$ cat src/rtl/mdu_dispatch_pkg.sv
// mdu_dispatch_pkg
// Shared encodings for the EX-stage MDU initiator. The decoder, the MDU and
// mdu_dispatch all use these types:
//   md_op_e     - MDU instruction class carried in EX (ex_op)
//   mdu_ctrl_e  - control code presented to the MDU (MDUCtrl)
//   mdu_state_e - latency-checker FSM state
package mdu_dispatch_pkg;

  typedef enum logic [3:0] {
    MD_NONE  = 4'd0,
    MD_MULT  = 4'd1,
    MD_MULTU = 4'd2,
    MD_DIV   = 4'd3,
    MD_DIVU  = 4'd4,
    MD_MTHI  = 4'd5,
    MD_MTLO  = 4'd6,
    MD_MFHI  = 4'd7,
    MD_MFLO  = 4'd8
  } md_op_e;

  // Code 0 means "no operation"; it is what mdu_ctrl shows when nothing issues.
  typedef enum logic [2:0] {
    MDU_NONE  = 3'd0,
    MDU_MULT  = 3'd1,
    MDU_MULTU = 3'd2,
    MDU_DIV   = 3'd3,
    MDU_DIVU  = 3'd4,
    MDU_MTHI  = 3'd5,
    MDU_MTLO  = 3'd6
  } mdu_ctrl_e;

  typedef enum logic [1:0] {
    IDLE   = 2'd0,
    ISSUED = 2'd1,
    RUN    = 2'd2
  } mdu_state_e;

  // Unused encodings 9-15 behave as MD_NONE.
  function automatic md_op_e decode_op(input logic [3:0] op);
    return (op > 4'd8) ? MD_NONE : md_op_e'(op);
  endfunction

  function automatic logic is_muldiv(input md_op_e op);
    return (op == MD_MULT) || (op == MD_MULTU) || (op == MD_DIV) || (op == MD_DIVU);
  endfunction

  function automatic logic is_div(input md_op_e op);
    return (op == MD_DIV) || (op == MD_DIVU);
  endfunction

  function automatic mdu_ctrl_e to_mdu_ctrl(input md_op_e op);
    case (op)
      MD_MULT:  return MDU_MULT;
      MD_MULTU: return MDU_MULTU;
      MD_DIV:   return MDU_DIV;
      MD_DIVU:  return MDU_DIVU;
      MD_MTHI:  return MDU_MTHI;
      MD_MTLO:  return MDU_MTLO;
      default:  return MDU_NONE;
    endcase
  endfunction

endpackage

$ cat src/rtl/mdu_dispatch_latency_checker.sv
// mdu_latency_checker
// Shadow model of MDU latency. Tracks each mult/div issue through
// IDLE -> ISSUED -> RUN and flags any deviation of mdu_busy from the expected
// busy window.
// Ports:
//   clk, reset     - clock, asynchronous active-low reset
//   issue_muldiv   - a mult/multu/div/divu is issued this cycle
//   issue_div      - the issued op is a divide (selects DIV_LAT)
//   mdu_busy       - Busy from the MDU
//   state          - current FSM state
//   protocol_err   - sticky latency-violation flag
module mdu_latency_checker
  import mdu_dispatch_pkg::*;
#(
  parameter int MULT_LAT = 5,
  parameter int DIV_LAT  = 10
) (
  input  logic       clk,
  input  logic       reset,
  input  logic       issue_muldiv,
  input  logic       issue_div,
  input  logic       mdu_busy,
  output mdu_state_e state,
  output logic       protocol_err
);

  localparam int MAX_LAT = (MULT_LAT > DIV_LAT) ? MULT_LAT : DIV_LAT;
  localparam int CNT_W   = $clog2(MAX_LAT + 1);

  mdu_state_e       state_d;
  logic [CNT_W-1:0] exp_cnt, exp_cnt_d;
  logic [CNT_W-1:0] load_val;
  logic             err_set;

  assign load_val = issue_div ? CNT_W'(DIV_LAT) : CNT_W'(MULT_LAT);

  // State register.
  // NOTE: sequential state uses non-blocking assignments so every flop samples
  // pre-edge values regardless of process ordering.
  always_ff @(posedge clk or negedge reset) begin
    if (!reset) begin
      state        <= IDLE;
      exp_cnt      <= '0;
      protocol_err <= 1'b0;
    end else begin
      state        <= state_d;
      exp_cnt      <= exp_cnt_d;
      protocol_err <= protocol_err | err_set;
    end
  end

  // Next-state logic. A mult/div may issue in the cycle RUN exits because
  // stall is already low then; it goes straight back to ISSUED.
  always_comb begin
    // NOTE: every combinational output gets a default first so no path can
    // leave it unassigned and infer a latch.
    state_d = state;
    case (state)
      IDLE:    if (issue_muldiv) state_d = ISSUED;
      ISSUED:  state_d = RUN;
      RUN:     if (!mdu_busy) state_d = issue_muldiv ? ISSUED : IDLE;
      default: state_d = IDLE;
    endcase
  end

  // Expected-latency counter and violation detection.
  // exp_cnt is loaded with the full latency; ISSUED does not count, so a
  // well-behaved MDU drops busy in RUN exactly when exp_cnt has reached 1.
  always_comb begin
    exp_cnt_d = exp_cnt;
    err_set   = 1'b0;
    case (state)
      IDLE: begin
        if (issue_muldiv) exp_cnt_d = load_val;
      end
      ISSUED: begin
        if (!mdu_busy) err_set = 1'b1;
      end
      RUN: begin
        if (mdu_busy) begin
          if (exp_cnt == '0) err_set = 1'b1;
          else               exp_cnt_d = exp_cnt - CNT_W'(1);
        end else begin
          if (exp_cnt != CNT_W'(1)) err_set = 1'b1;
          exp_cnt_d = issue_muldiv ? load_val : '0;
        end
      end
      default: exp_cnt_d = '0;
    endcase
  end

endmodule

$ cat src/rtl/mdu_dispatch.sv
// mdu_dispatch
// EX-stage initiator for the multiply/divide unit. Decodes the EX MDU class,
// issues Start/MDUCtrl/operands with zero latency, stalls the front of the
// pipeline while an MDU operation is outstanding, and returns HI/LO for
// mfhi/mflo.
// Ports:
//   clk, reset              - clock, asynchronous active-low reset
//   ex_valid, ex_op, flush  - EX instruction qualifier, MDU class, squash
//   ex_rs, ex_rt            - forwarded operands
//   stall_out               - freeze PC/IF/ID/EX this cycle
//   mdu_start, mdu_ctrl     - MDU Start / MDUCtrl
//   mdu_srca, mdu_srcb      - MDU SrcA / SrcB
//   mdu_busy, mdu_hi, mdu_lo- MDU Busy and result registers
//   rd_valid, rd_data       - mfhi/mflo result for EX
//   protocol_err            - sticky MDU latency violation
//   stall_cnt               - saturating count of MDU stall cycles
module mdu_dispatch
  import mdu_dispatch_pkg::*;
#(
  parameter int MULT_LAT = 5,
  parameter int DIV_LAT  = 10
) (
  input  logic        clk,
  input  logic        reset,
  input  logic        ex_valid,
  input  logic [3:0]  ex_op,
  input  logic [31:0] ex_rs,
  input  logic [31:0] ex_rt,
  input  logic        flush,
  output logic        stall_out,
  output logic        mdu_start,
  output logic [2:0]  mdu_ctrl,
  output logic [31:0] mdu_srca,
  output logic [31:0] mdu_srcb,
  input  logic        mdu_busy,
  input  logic [31:0] mdu_hi,
  input  logic [31:0] mdu_lo,
  output logic        rd_valid,
  output logic [31:0] rd_data,
  output logic        protocol_err,
  output logic [31:0] stall_cnt
);

  md_op_e     op;
  mdu_state_e state;
  logic       live;
  logic       issue;
  logic       read;

  assign op   = decode_op(ex_op);
  assign live = ex_valid & ~flush & (op != MD_NONE);

  // ISSUED covers the cycle in which the MDU has just sampled Start, so a
  // dependent op never slips through before Busy is observed.
  assign stall_out = live & (mdu_busy | (state == ISSUED));

  assign issue = live & ~stall_out & (op inside {[MD_MULT:MD_MTLO]});
  assign read  = live & ~stall_out & ((op == MD_MFHI) || (op == MD_MFLO));

  always_comb begin
    mdu_start = 1'b0;
    mdu_ctrl  = MDU_NONE;
    mdu_srca  = '0;
    mdu_srcb  = '0;
    if (issue) begin
      mdu_start = 1'b1;
      mdu_ctrl  = to_mdu_ctrl(op);
      mdu_srca  = ex_rs;
      mdu_srcb  = ex_rt;
    end
  end

  always_comb begin
    rd_valid = read;
    rd_data  = '0;
    if (read) rd_data = (op == MD_MFHI) ? mdu_hi : mdu_lo;
  end

  always_ff @(posedge clk or negedge reset) begin
    if (!reset) begin
      stall_cnt <= '0;
    end else if (stall_out && (stall_cnt != '1)) begin
      stall_cnt <= stall_cnt + 32'd1;
    end
  end

  mdu_latency_checker #(
    .MULT_LAT (MULT_LAT),
    .DIV_LAT  (DIV_LAT)
  ) u_checker (
    .clk          (clk),
    .reset        (reset),
    .issue_muldiv (issue & is_muldiv(op)),
    .issue_div    (is_div(op)),
    .mdu_busy     (mdu_busy),
    .state        (state),
    .protocol_err (protocol_err)
  );

endmodule

$ cat config.mk
export PLATFORM = sky130hd
export DESIGN_NAME = mdu_dispatch
export DESIGN_NICKNAME = d
export VERILOG_FILES = /design/src/rtl/mdu_dispatch_pkg.sv /design/src/rtl/mdu_dispatch_latency_checker.sv /design/src/rtl/mdu_dispatch.sv
export SDC_FILE = /design/constraint.sdc
export NUM_CORES = 1
export LEC_CHECK = 0
export BUFFER_PORTS_ARGS = -buffer_cell sky130_fd_sc_hd__buf_2
export CORE_AREA = 2 2 107 109
export CTS_BUF_LIST = sky130_fd_sc_hd__clkbuf_2
export DETAILED_ROUTE_END_ITERATION = 8
export DIE_AREA = 0 0 109 111
export GPL_TIMING_DRIVEN = 0
export PLACE_DENSITY = 0.74
export SYNTH_ARGS = -nofsm -noshare
export SYNTH_HDL_FRONTEND = slang
export SYNTH_HIERARCHICAL = 1
export SYNTH_SLANG_ARGS = --single-unit
$ cat constraint.sdc
create_clock -name clk -period 3.1 [get_ports clk]
set_input_delay 0.155 -clock clk [delete_from_list [all_inputs] [get_ports clk]]
set_output_delay 0.155 -clock clk [all_outputs]
set_load 0.02 [all_outputs]
==> results_dict.tcl <==
set metrics [dict create \
    io_pins 272 \
    skew_ns 0.0223 \
    worstSetupPathType "flop to output pin" \
    grt_pass1_wl_um 20600 \
    crit_required_ns 2.94 \
    worst_pin_slew_ns 0.877 \
    overflow 0 \
    dp_hpwl_um 11700 \
    nFillCells 1176 \
    die_h_um 111 \
    synth.ff_latch_count 39 \
    crit_arrival_ns 2.67 \
    p_seq_frac 0.429 \
    cts_resized 0 \
    p_sw_mw 0.659 \
    r2r_cells 8 \
    gp_routability_congestion 0.936 \
    synth_edf_count 0 \
    synth.area.top_cells "dfrtp_1 30%, and2_1 12%, nand2_1 10%" \
    antenna_found_initial 6 \
    comb_power_share 0.430 \
    hold-worst-slack_ns 0.253 \
    hold_class "input pin to flop" \
    clock_latency_ns 0.40 \
    yosysSeqAreaShare 0.303 \
    routedWlPerCell_um 16.7 \
    ys_types 53 \
    hp-start "ex_op[3]" \
    fin_crit_ns 2.83 \
    reg2reg_slack_ns 0.79 \
    netlist.area_leader.share 0.303 \
    rsz0062_at_grt "no" \
    drtIter0Drc 274 \
    syn_area_per_cell_um2 7.72 \
    reg2reg_from "u_checker/state[0]$_DFFE_PN0P_" \
    cts-htree-levels 2 \
    grt_max_degree 40 \
    die_area_um2 12100 \
    nets 839 \
    synthCells 418 \
    period_share 0.912 \
    die-width_um 109 \
    fmax_mhz 354 \
    critPathMaxFanout 10 \
    syn-cell-area_um2 3230 \
    status "finished clean" \
    clockBufferDepth 2 \
    num_vias 4014 \
    cp_slowest_cell "dfrtp_1" \
    setup_violations 0 \
    drc 0 \
    yosysTopAreaCell "dfrtp_1" \
    cts_buffers 5 \
    min_to "u_checker/exp_cnt[3]$_DFFE_PN0P_" \
    port_buffers 268 \
    layout-drive-gt1-share 0.433 \
    grt_pass1_vias 3724 \
    viasPerCell 4.77 \
    fp.coreArea_um2 11100 \
    clock-root-buffer "clkbuf_2" \
    ir_drop_v 0.000289 \
    yosysWarnings 6 \
    syn-num-nets 563 \
    grtUsageTotal 0.224 \
    slew_violations 0 \
    drv_cap 0 \
    end_kind "output pin" \
    p_int_mw 0.939 \
    min_delay_path_depth 4 \
    hold_viol 0 \
    fin_setup_tns_ns 0 \
    synthArstFlopShare 1.00 \
    cts.clk_slew.worst_paths_ns 0.21 \
    fin_area_um2 4810 \
    syn2layout_area_growth_pct 49.0 \
    cts_sinks 39 \
    power_switching_share 0.412 \
    synth-main-ff-cell "dfrtp_1" \
    path_cells "nand2b_1 -> nand2_1 -> nor3_1 -> and3_1 -> clkbuf_2 -> clkbuf_1 -> and2_1 -> buf_2" \
    drtPass1Iterations 5 \
    start_util 0.291 \
    placed_area_um2 4750 \
    cts_tree "built" \
    r2r_end "u_checker/exp_cnt[2]$_DFFE_PN0P_" \
    cp_slowest_stage_delay_ns 0.49 \
    critPathLaunch "u_checker/state[0]$_DFFE_PN0P_" \
    wirelength_um 14100 \
    startpoint_type "flop" \
    postRouteAntennaNets 0 \
    rows 39 \
    power.clock.fraction 0.141 \
    p_leak_nw 2.84 \
    max-slew-margin-rel 0.416 \
    p_per_area_nw_per_um2 332 \
]
## sequential cells by signal, summed over array words and instances, names as in the netlist
name and count:
stall_cnt 32, u_checker/exp_cnt 4, u_checker/state 2, u_checker/protocol_err 1
## cells in the mapped netlist (all sizes together) (3+ instances only)
master / count
o21ai: 5
nor2: 12
and3: 10
and4: 3
clkbuf: 13
buf: 12
inv: 13
nand2: 87
ha: 8
nand3: 10
nor3: 18
nor4: 10
a31oi: 3
nand2b: 3
and2: 64
xor2: 30
xnor2: 3
nand4: 8
nor3b: 7
a21oi: 37
dfrtp: 39
## worst max path at each step
stage                                  endpoint  slack [ns]
6_report                           mdu_srca[15]        0.27
3_5_place_dp                       mdu_srca[15]        0.79
4_1_cts                            mdu_srca[15]        0.28
3_3_place_gp                       mdu_srca[15]        0.81
5_1_grt                            mdu_srca[15]        0.01
2_1_floorplan  u_checker/exp_cnt[2]$_DFFE_PN0P_        1.20
## layer usage
| metal | share of wire | vias up | track usage |
|---|---|---|---|
| li1 | - | 1965 | - |
| met1 | 0.41 | 1829 | 0.279 |
| met2 | 0.46 | 182 | 0.361 |
| met3 | 0.088 | 34 | 0.0570 |
| met4 | 0.033 | 4 | 0.0991 |
| met5 | 0.0023 | - | 0 |
## cells by family after synthesis
family                   share of synthesized area
AO/OA/AOI/OAI                               0.0978
XOR/XNOR                                    0.0919
adder cells (fa/ha/maj)                     0.0310
buffers and inverters                       0.0539
flip-flops                                   0.303
multiplexers                                0.0112
AND/OR/NAND/NOR                              0.412
## through the flow
step	util	std cells	worst slack (ns)	power, mW
floorplan	-	418	1.20	1.12
global placement	0.428	829	0.811	1.37
detailed placement	0.428	829	0.794	1.38
CTS	0.433	838	0.284	1.61
global route	0.434	841	0.0120	1.72
finish	0.434	842	0.272	1.60
## placed cells by master (no fill, tap or decap), drive strengths merged, types with 2 or more instances in the layout
| master | Yosys | routed |
|---|---|---|
| a21oi | 37 | 37 |
| a31oi | 3 | 3 |
| and2 | 64 | 64 |
| and3 | 10 | 10 |
| and4 | 3 | 3 |
| buf | 12 | 280 |
| clkbuf | 13 | 18 |
| clkinv | 0 | 2 |
| dfrtp | 39 | 39 |
| diode | 0 | 4 |
| ha | 8 | 8 |
| inv | 13 | 13 |
| mux2 | 2 | 2 |
| nand2 | 87 | 87 |
| nand2b | 3 | 3 |
| nand3 | 10 | 10 |
| nand4 | 8 | 8 |
| nor2 | 12 | 12 |
| nor2b | 2 | 2 |
| nor3 | 18 | 18 |
| nor3b | 7 | 7 |
| nor4 | 10 | 10 |
| nor4b | 2 | 2 |
| o21ai | 5 | 5 |
| or3 | 2 | 2 |
| xnor2 | 3 | 3 |
| xor2 | 30 | 30 |
## power groups by stage
stage / clock, mW / sequential [mW] / combinational, mW
floorplan: 0 / 0.727 / 0.388
finish: 0.225 / 0.685 / 0.687
CTS: 0.239 / 0.685 / 0.690
global placement: 0 / 0.690 / 0.679
detailed placement: 0 / 0.694 / 0.684
global route: 0.262 / 0.699 / 0.760
## area by class of cell
type	count	area [um^2]	area share
repair buffers	269	1350	0.281
clock buffers	5	25.0	0.00521
flip-flops and latches	39	976	0.203
inverters	13	48.8	0.0102
clock inverters	3	15.0	0.00312
plain buffers	25	125	0.0260
multi-input cells	341	2080	0.432
well taps	143	179	0.0372
diodes	4	10.0	0.00208
## worst max-delay path: cells and delay by family (launching register included)
kind / cells / cell delay [ns]
buffers and inverters: 3 / 0.70
DFF: 1 / 0.49
and+or+nand+nor: 5 / 1.09
## timing repair
action                    CTS  global route
setup buffers               0             0
hold endpoints to repair   39             0
hold buffers                1             0
Note: power is estimated with default switching activity, not from simulation.
